--- config.mk ---
export PLATFORM = sky130hd
export DESIGN_NAME = vga_timing_gen
export DESIGN_NICKNAME = d
export VERILOG_FILES = /design/src/rtl/vga_timing_gen.sv
export SDC_FILE = /design/constraint.sdc
export NUM_CORES = 1
export LEC_CHECK = 0
export CORE_MARGIN = 2
export CORE_UTILIZATION = 52
export CTS_CLUSTER_DIAMETER = 120
export CTS_CLUSTER_SIZE = 40
export DETAILED_ROUTE_END_ITERATION = 16
export GPL_ROUTABILITY_DRIVEN = 0
export PLACE_DENSITY_LB_ADDON = 0.12
export SYNTH_ARGS = -nofsm -noshare
export SYNTH_HDL_FRONTEND = slang
export SYNTH_SLANG_ARGS = --single-unit
--- constraint.sdc ---
create_clock -name clk -period 2.8 [get_ports clk]
set_input_delay 0.7 -clock clk [delete_from_list [all_inputs] [get_ports clk]]
set_output_delay 0.7 -clock clk [all_outputs]
set_load 0.01 [all_outputs]
--- src/rtl/vga_timing_gen.sv ---
// vga_timing_gen: 640x480@60 VGA pixel/line counters, syncs, blanking and frame strobes
module vga_timing_gen #(
    parameter int CLKDIV    = 1,
    parameter int H_VISIBLE = 640,
    parameter int H_FP      = 16,
    parameter int H_SYNC    = 96,
    parameter int H_BP      = 48,
    parameter int V_VISIBLE = 480,
    parameter int V_FP      = 10,
    parameter int V_SYNC    = 2,
    parameter int V_BP      = 33
) (
    input  logic       clk,
    input  logic       reset,
    output logic       pix_tick,
    output logic [9:0] xpos_vga,
    output logic [9:0] ypos_vga,
    output logic       vidactive,
    output logic       hsync,
    output logic       vsync,
    output logic       frame_start,
    output logic       frame_done
);
    localparam int DW = CLKDIV > 1 ? $clog2(CLKDIV) : 1;
    localparam logic [DW-1:0] DIV_LAST = DW'(CLKDIV - 1);
    localparam logic [9:0] H_LAST = 10'(H_VISIBLE + H_FP + H_SYNC + H_BP - 1);
    localparam logic [9:0] V_LAST = 10'(V_VISIBLE + V_FP + V_SYNC + V_BP - 1);
    localparam logic [9:0] H_VIS = 10'(H_VISIBLE);
    localparam logic [9:0] V_VIS = 10'(V_VISIBLE);
    localparam logic [9:0] HS0 = 10'(H_VISIBLE + H_FP);
    localparam logic [9:0] HS1 = 10'(H_VISIBLE + H_FP + H_SYNC);
    localparam logic [9:0] VS0 = 10'(V_VISIBLE + V_FP);
    localparam logic [9:0] VS1 = 10'(V_VISIBLE + V_FP + V_SYNC);
    logic [DW-1:0] div, div_n;
    logic [9:0] h_n, v_n;
    logic line_end;
    always_comb begin
        div_n    = (div == DIV_LAST) ? '0 : div + 1'b1;
        line_end = pix_tick && (xpos_vga == H_LAST);
        h_n      = pix_tick ? (line_end ? '0 : xpos_vga + 1'b1) : xpos_vga;
        v_n      = line_end ? ((ypos_vga == V_LAST) ? '0 : ypos_vga + 1'b1) : ypos_vga;
    end
    // decoded outputs come from next-state counters so they line up with xpos/ypos
    always_ff @(posedge clk) begin
        if (reset) begin
            div         <= '0;
            pix_tick    <= 1'b0;
            xpos_vga    <= H_LAST;
            ypos_vga    <= V_LAST;
            vidactive   <= 1'b0;
            hsync       <= 1'b1;
            vsync       <= 1'b1;
            frame_start <= 1'b0;
            frame_done  <= 1'b0;
        end else begin
            div         <= div_n;
            pix_tick    <= (div_n == DIV_LAST);
            xpos_vga    <= h_n;
            ypos_vga    <= v_n;
            vidactive   <= (h_n < H_VIS) && (v_n < V_VIS);
            hsync       <= !((h_n >= HS0) && (h_n < HS1));
            vsync       <= !((v_n >= VS0) && (v_n < VS1));
            frame_start <= pix_tick && (h_n == '0) && (v_n == '0);
            frame_done  <= pix_tick && (h_n == '0) && (v_n == V_VIS);
        end
    end
endmodule
==> metrics, run 1 <==
Hold Violations, Final 0; async set-reset flop share out of synthesis 0%; CTS clk-pin slew, worst paths about 0.16 ns; Post-Synth Adder-Cell Area 2.44%; Sw Pwr 0.000393 W; number of synthesized register bits 26; io pins 28; clock skew 0.0135 ns; largest net degree at the start of global routing 16; # clock sinks 26; CTS tree yes; I/O Buffers 27; multiplexer area fraction after synthesis 1.30%; Compound-Gate Fraction of Synth Area 15.3%; DRC Markers 0; register area share after synthesis 33.8%; Setup CP Type reg2reg; cell count along the critical path 7; Hold Crit Class reg2reg; P_int 0.000715 W; warnings from Yosys 0; Post-Synthesis Cells ~180; fraction of power consumed by combinational cells 33.8%; largest family of logic cells by synthesized area simple AND/OR/NAND/NOR gates; FF-to-FF setup slack between 0.2 and 0.25 ns; Die ar. 0.00341 sq mm; area share of xor/xnor cells in the synthesized design under 10%; vias in the first global route 1360; DRT antenna net count 0; filler cell count 238; Mapped Area 0.00154 sq mm; R2R depth 7; Post-CTS Setup Bufs 0; final setup TNS 0 ns; commonest non-fill, non-tap cell in the layout clkdlybuf4s50_1; Post-synth EDFFs 0; Max Slew Vio Count 0; Core ar. ~0.0028 sq mm; Synth cell types 53; DR iter-0 viols 85; Critical-path top delay cell or4_4; Tot Pwr approximately 0.0011 W; Final HPWL DP ~2700 microns; final worst path period share 92.4%; Avg Inst Size Synth 8.70 sq um; ratio of cells with drive above 1 in the final layout 10.3%; DR vias 1461; Critical Path Source xpos_vga[1]; Simple-Gate Fraction of Synth Area ~33%; min Tclk post-route 2.59 ns; first-pass GRT wire length 6130 microns; hold buffer count at cts 0; Hold Path Stages 2; H-tree depth 1; Total GRT Usage 23.0%; FF-to-FF Start xpos_vga[1]; status finished, final reports clean; RSZ-0062 raised after global routing no; # nets final 210; Root Driver clkbuf_4; first drt pass iteration count 4; vias per inst 6.22; Slew HR 62.5%; crit end category flip-flop; Synthesized Nets 182; crit path buf inv count 0; # diodes 0; Top Family by Delay on Critical Path simple AND/OR/NAND/NOR gates; TritonCTS Buffers 3; slew at the pin closest to its max-slew limit 0.559 ns; slowest stage delay, CP between 0.5 and 0.6 ns; most frequent cells in the layout 27 x clkdlybuf4s50_1, 26 x dfxtp_1, 18 x nand2_1, 16 x nor2_1, 9 x nand3_1; Max clock buf depth 2; PD cells around 600 mW/mm^2; Initial Utilization a little under three fifths; Area Growth Syn to Fin 20.7%; clk_lat worst skew 0.34 ns; # setup viols final 0; GRT overflow 0; static leakage a little under 0.7 nW; Worst EP arrival 2.83 ns; CP required between 3 and 4 ns; Critical Path Sink vsync; wire length per cell 15.5 microns; Die H 58.4 microns; Clock power frac 24.1%; worst vdd ir around 0.57 mV; crit-path max FO 7; # rows 19; critical path cell sequence ha_1 > and3_1 > nand3_4 > nor4_4 > xnor2_1 > or4_4 > a211o_1; Die W 58.4 microns; Worst setup SP type flip-flop; Detailed Route WL 3640 microns; initial antenna violation count 0; FF-to-FF End vsync; Max Fclk slightly below 400 MHz; min-delay src ypos_vga[1]; max_cap viols 0; Top FF cell, synth dfxtp_1; Sequential Power Share 42.1%; switching share of power between 30% and 40%; cts repair resizes 0
## power by group through the flow
| stage | registers (W) | clock network, W | logic (W) |
|---|---|---|---|
| global placement | 0.000471 | 0 | 0.000367 |
| global route | 0.000473 | 0.000283 | 0.000407 |
| CTS | 0.000465 | 0.000267 | 0.000372 |
| finish | 0.000467 | 0.000267 | 0.000375 |
| floorplan | 0.000459 | 0 | 0.000279 |
| detailed placement | 0.000473 | 0 | 0.000368 |
## final cells by class
cell class,instances,area [sq um],share of cell area (%)
sequential,26,520,28.0
clock inverter,1,30.0,1.62
timing repair buffer,31,300,16.2
clock buffer,3,22.5,1.21
tap,31,38.8,2.09
inverter,9,33.8,1.82
multi-input combinational,134,913,49.1
## worst reg2reg max path: stages, from the launching register on
cell and delay [ns]:
dfxtp_1 0.46, ha_1 0.27, and3_1 0.32, nand3_4 0.15, nor4_4 0.39, xnor2_1 0.13
or4_4 0.51, a211o_1 0.29
## through the flow
step | area, sq um | std cells | hold slack, ns | util [%] | setup WS [ns]
6_report | 1860 | 235 | 0.586 | 66.8 | 0.213
2_1_floorplan | 1540 | 177 | 0.547 | - | 0.376
4_1_cts | 1860 | 235 | 0.574 | 66.8 | 0.231
5_1_grt | 1860 | 235 | 0.622 | 66.8 | 0.0361
3_3_place_gp | 1810 | 231 | 0.535 | 65.0 | 0.338
3_5_place_dp | 1810 | 231 | 0.551 | 65.0 | 0.223
## worst min-delay path by stage
stage                              to  slack [ns]
after floorplan           ypos_vga[1]        0.55
after global placement    ypos_vga[1]        0.54
after detailed placement  ypos_vga[1]        0.55
after CTS                 ypos_vga[1]        0.57
after global routing      ypos_vga[1]        0.62
final                     ypos_vga[1]        0.59
## per-layer routing
layer,vias up,track usage [%],wire (microns)
met5,-,0,0
met4,0,9.30,61
met3,8,3.96,295
met2,65,35.0,1580
met1,677,32.1,1700
li1,711,-,-
## Yosys cell counts, drive strengths merged (2+ instances only)
master  instances  area share (%)
a31oi           3             1.2
a211oi          2            0.97
nor4b           2             2.1
or4             2             1.3
and3            6             2.8
nand4           5             2.0
o21ai           7             2.3
nor4bb          2             1.3
a21oi           5             1.6
nor4            7             4.6
mux2i           2             1.3
dfxtp          26              34
o211ai          2            0.97
nor2           16             3.9
xor2            6             3.4
clkbuf          5             2.5
ha              3             2.4
a211o           2             1.1
nand2          19             4.8
inv             8             1.9
o22ai           2            0.81
buf             3             2.2
nor3            5             1.6
nand3          10             4.1
xnor2           7             4.0
## sequential cells by signal, indices dropped and copies added, names as in the netlist
signal	count
vidactive	1
frame_start	1
vsync	1
pix_tick	1
frame_done	1
hsync	1
ypos_vga	10
xpos_vga	10
## kinds of logic (layout without fill, tap and decap cells)
kind of cell | Yosys count | in the layout
simple gates | 82 | 82
compound gates | 34 | 34
flops | 26 | 26
buf+inv | 17 | 44
xor+xnor | 13 | 13
fa+ha+maj | 3 | 3
mux | 2 | 2
(Power assumes the default switching activity.)
==> run 2, diff against run 1 <==
RECOVER_POWER = 50   (was not set)
==> metrics, run 2 (synthesis gave the netlist of run 1 again) <==
worst vdd ir 0.566 mV; switching share of power between 30% and 40%; DR iter-0 viols 85; crit path buf inv count 0; P_int approximately 0.00071 W; pre-CTS WS approximately 0.22 ns; Die W 58.4 microns; DRC Markers 0; # setup viols final 0; CTS clk-pin slew, worst paths 0.16 ns; Clock power frac 24.4%; # nets final 210; wire length per cell 15.5 microns; Root Driver clkbuf_4; Worst setup SP type flip-flop; FF-to-FF Start xpos_vga[1]; DR vias 1447; fraction of power consumed by combinational cells about a third; max_cap viols 0; Hold Crit Class reg2reg; status finished, final reports clean; first drt pass iteration count 5; Slew HR 62.7%; PD cells 596 mW/mm^2; final hold slack 0.579 ns; Final HPWL DP 2700 microns; final setup TNS 0 ns; clock skew roughly 0.011 ns; Critical Path Source xpos_vga[1]; clk_lat worst skew between 0.3 and 0.4 ns; slowest stage delay, CP approximately 0.51 ns; Setup CP Type reg2reg; critical path cell sequence ha_1 > and3_1 > nand3_4 > nor4_4 > xnor2_1 > or4_4 > a211o_1; Max clock buf depth 2; Core ar. ~0.0028 sq mm; min Tclk post-route 2.59 ns; Max Slew Vio Count 0; vias per inst 6.16; final worst path period share 92.4%; Top Family by Delay on Critical Path simple AND/OR/NAND/NOR gates; Max Fclk 386 MHz; static leakage 0.678 nW; Post-CTS Setup Bufs 0; Total GRT Usage 23.0%; first-pass GRT wire length approximately 6000 microns; vias in the first global route around 1400; commonest non-fill, non-tap cell in the layout dfxtp_1; Hold Violations, Final 0; Detailed Route WL 3640 microns; Initial Utilization 55.4%; I/O Buffers 27; io pins 28; Worst EP arrival around 2.8 ns; Final WS setup 0.212 ns; Sequential Power Share 42.2%; hold buffer count at cts 0; Die H 58.4 microns; Critical-path top delay cell or4_4; ratio of cells with drive above 1 in the final layout around a tenth; Die ar. 0.00341 sq mm; final core utilization 66.6%; most frequent cells in the layout 26 x dfxtp_1, 18 x nand2_1, 16 x nor2_1, 16 x clkdlybuf4s50_1, 11 x dlygate4sd3_1; filler cell count 240; cts repair resizes 0; Largest regs xpos_vga (10), ypos_vga (10); CTS tree yes; GRT overflow 0; initial antenna violation count 0; Tot Pwr 0.00110 W; crit end category flip-flop; H-tree depth 1; # rows 19; min-delay src ypos_vga[1]; Area Growth Syn to Fin 20.2%; crit-path max FO 7; # clock sinks 26; Sw Pwr roughly 0.00039 W; CP required 3.05 ns; TritonCTS Buffers 3; slew at the pin closest to its max-slew limit between 0.5 and 0.6 ns; DRT antenna net count 0; RSZ-0062 raised after global routing no; largest net degree at the start of global routing 16; # diodes 0
[run 2: area by class of cell]
type	instances	area, sq um	area share [%]
clock buffers	3	22.5	1.22
clock inverters	1	30.0	1.62
inverters	9	33.8	1.82
multi-input cells	134	913	49.3
flip-flops and latches	26	520	28.1
well taps	31	38.8	2.09
repair buffers	31	293	15.8
[run 2: metal layers]
metal,GRT usage (%),vias to the layer above,part of all wire (%)
li1,-,714,-
met1,32.1,656,47
met2,35.0,70,43
met3,3.96,7,8.7
met4,9.30,0,1.6
met5,0,-,0
[run 2: worst min-delay path: stages (launching register included)]
cell and delay, ns:
dfxtp_1 0.41, nand2_1 0.09, a21oi_1 0.06
[run 2: per-stage QoR]
step / area [sq um] / std cells
6_report: 1850 / 235
5_1_grt: 1850 / 235
4_1_cts: 1860 / 235
3_5_place_dp: 1810 / 231
3_3_place_gp: 1810 / 231
2_1_floorplan: 1540 / 177
[run 2: path summary, 6_finish.rpt]
path | cells past startpoint | slack, ns | endpoint
max reg2reg | 7 | 0.21 | vsync
max | 7 | 0.21 | vsync
min | 2 | 0.58 | ypos_vga[1]
min reg2reg | 2 | 0.58 | ypos_vga[1]
[run 2: power by group through the flow]
stage | clock (W) | combinational [W] | sequential (W)
6_report | 0.000269 | 0.000369 | 0.000466
5_1_grt | 0.000283 | 0.000401 | 0.000473
4_1_cts | 0.000267 | 0.000372 | 0.000465
3_5_place_dp | 0 | 0.000368 | 0.000473
3_3_place_gp | 0 | 0.000367 | 0.000471
2_1_floorplan | 0 | 0.000279 | 0.000459
==> run 3, diff against run 2 <==
ABC_AREA = 1   (was not set)
SKIP_LAST_GASP = 1   (was not set)
==> metrics, run 3 <==
status finished with violations; crit end category flip-flop; Area Growth Syn to Fin 21.3%; Post-CTS Setup Bufs 0; slew at the pin closest to its max-slew limit 0.394 ns; DRC Markers 1; Hold Crit Class reg2reg; Yosys top cell area share between 30% and 40%; R2R depth 11; most frequent cells in the layout 92 x nand2_1, 45 x nor2_1, 38 x inv_1, 27 x nand3_1, 26 x dfxtp_1; Max Fclk 465 MHz; warnings from Yosys 0; Die W 58.6 microns; first-pass GRT wire length 6020 microns; Root Driver clkbuf_4; commonest non-fill, non-tap cell in the layout nand2_1; # setup viols final 0; DR vias 1615; Detailed Route WL 3490 microns; GRT overflow 0; failing checks DRC; Initial Utilization 55.3%; Largest regs xpos_vga (10), ypos_vga (10); most instantiated cells after synthesis 91 x nand2_1, 44 x nor2_1, 37 x inv_1; Avg Inst Size Synth 5.94 sq um; most common cell in the netlist nand2_1; max_cap viols 0; PD cells between 400 and 500 mW/mm^2; Post-Synthesis Cells 261; hold buffer count at cts 0; Max Slew Vio Count 0; # nets final 297; DR iter-0 viols 74; area post-placement 0.00186 sq mm; min Tclk post-route 2.15 ns; # clock sinks 26; # rows 19; CTS clk-pin slew, worst paths 0.13 ns; Worst EP arrival 2.41 ns; worst vdd ir 0.303 mV; largest net degree at the start of global routing 15; Slew HR 73.7%; H-tree depth 1; vias per inst about 5; register area share after synthesis 33.6%; Die H 58.6 microns; clock skew roughly 0.0080 ns; first drt pass iteration count 10; final worst path period share 76.9%; # diodes 0; initial antenna violation count 0; CTS tree yes; clk_lat worst skew 0.31 ns; Synth cell types 19; Core ar. 0.00281 sq mm; Hold Path Stages 2; Synthesized Nets around 270; CP required just over 3 ns; number of synthesized register bits 26; synth top area cells dfxtp_1 34%, nand2_1 22%, nor2_1 11%; FF-to-FF setup slack roughly 0.65 ns; Top FF cell, synth dfxtp_1; cts repair resizes 0; Total GRT Usage 22.4%; crit-path max FO 8; Worst setup SP type flip-flop; I/O Buffers 27; Hold Violations, Final 0; filler cell count 269; io pins 28; ratio of cells with drive above 1 in the final layout under 10%; async set-reset flop share out of synthesis 0%; static leakage about 0.98 nW; Post-synth EDFFs 0; Die ar. roughly 0.0034 sq mm; TritonCTS Buffers 3; final instance area 0.00188 sq mm; Final HPWL DP around 2800 microns; Mapped Area 0.00155 sq mm; DRT antenna net count 0; Max clock buf depth 2; RSZ-0062 raised after global routing no; vias in the first global route roughly 1500; final setup TNS 0 ns; Setup CP Type reg2reg; wire length per cell roughly 11 microns; post-synth top area cell dfxtp_1
## run 3: changes by cell type in the layout (fill, tap and decap cells not counted), moves of 6 or more
cell,change
inv_1,+30
nand3_1,+18
dlygate4sd3_1,-6
nor2_1,+29
xor2_1,-6
nand2_1,+74
clkdlybuf4s50_1,+6
xnor2_1,-7
## run 3: final timing paths
| path | from | endpoint |
|---|---|---|
| setup / recovery | xpos_vga[0] | frame_start |
| hold reg to reg | xpos_vga[1] | xpos_vga[1] |
| setup reg to reg | xpos_vga[0] | frame_start |
| hold / removal | xpos_vga[1] | xpos_vga[1] |
## run 3: critical path, cell delays in order, from the launching register on
cell      delay, ns
dfxtp_1        0.42
ha_1           0.21
nand2_1        0.07
nor2_1         0.32
nand3_1        0.35
nand2_1        0.17
nand2_1        0.07
nor2_1         0.11
nand3b_1       0.08
nor2_1         0.14
nand2_1        0.09
nor2_1         0.08
## run 3: logic make-up after synthesis
logic type / share of synthesized area (%)
adder cells (fa/ha/maj): 2.42
AO/OA/AOI/OAI: 4.68
buffers and inverters: 9.93
AND/OR/NAND/NOR: 49.4
flip-flops: 33.6
## run 3: metal layers
layer | vias to the layer above | routed length [microns] | track usage [%]
li1 | 862 | - | -
met1 | 703 | 1600 | 28.2
met2 | 44 | 1670 | 38.4
met3 | 6 | 154 | 2.64
met4 | 0 | 65 | 10.4
met5 | - | 0 | 0
## run 3: cell type report
class	count	area, sq um	area share (%)
timing repair buffer	28	278	14.8
inverter	39	146	7.78
tap	31	38.8	2.06
sequential	26	520	27.7
clock buffer	4	36.3	1.93
multi-input combinational	194	861	45.8
## run 3: through the flow
| stage | power [W] | setup slack, ns | utilization [%] | std cells | hold slack (ns) |
|---|---|---|---|---|---|
| after floorplan | 0.000618 | 1.14 | - | 261 | 0.552 |
| after global placement | 0.000712 | 0.928 | 66.3 | 318 | 0.545 |
| after detailed placement | 0.000711 | 0.860 | 66.3 | 318 | 0.544 |
| after CTS | 0.000895 | 0.675 | 67.6 | 322 | 0.566 |
| after global routing | 0.000938 | 0.430 | 67.0 | 322 | 0.588 |
| final | 0.000879 | 0.647 | 67.0 | 322 | 0.556 |
## run 3: power by group
group / switching (W) / internal [W]
sequential: 0.0000296 / 0.000395
clock: 0.000102 / 0.0000793
combinational: 0.000166 / 0.000107
total: 0.000297 / 0.000582
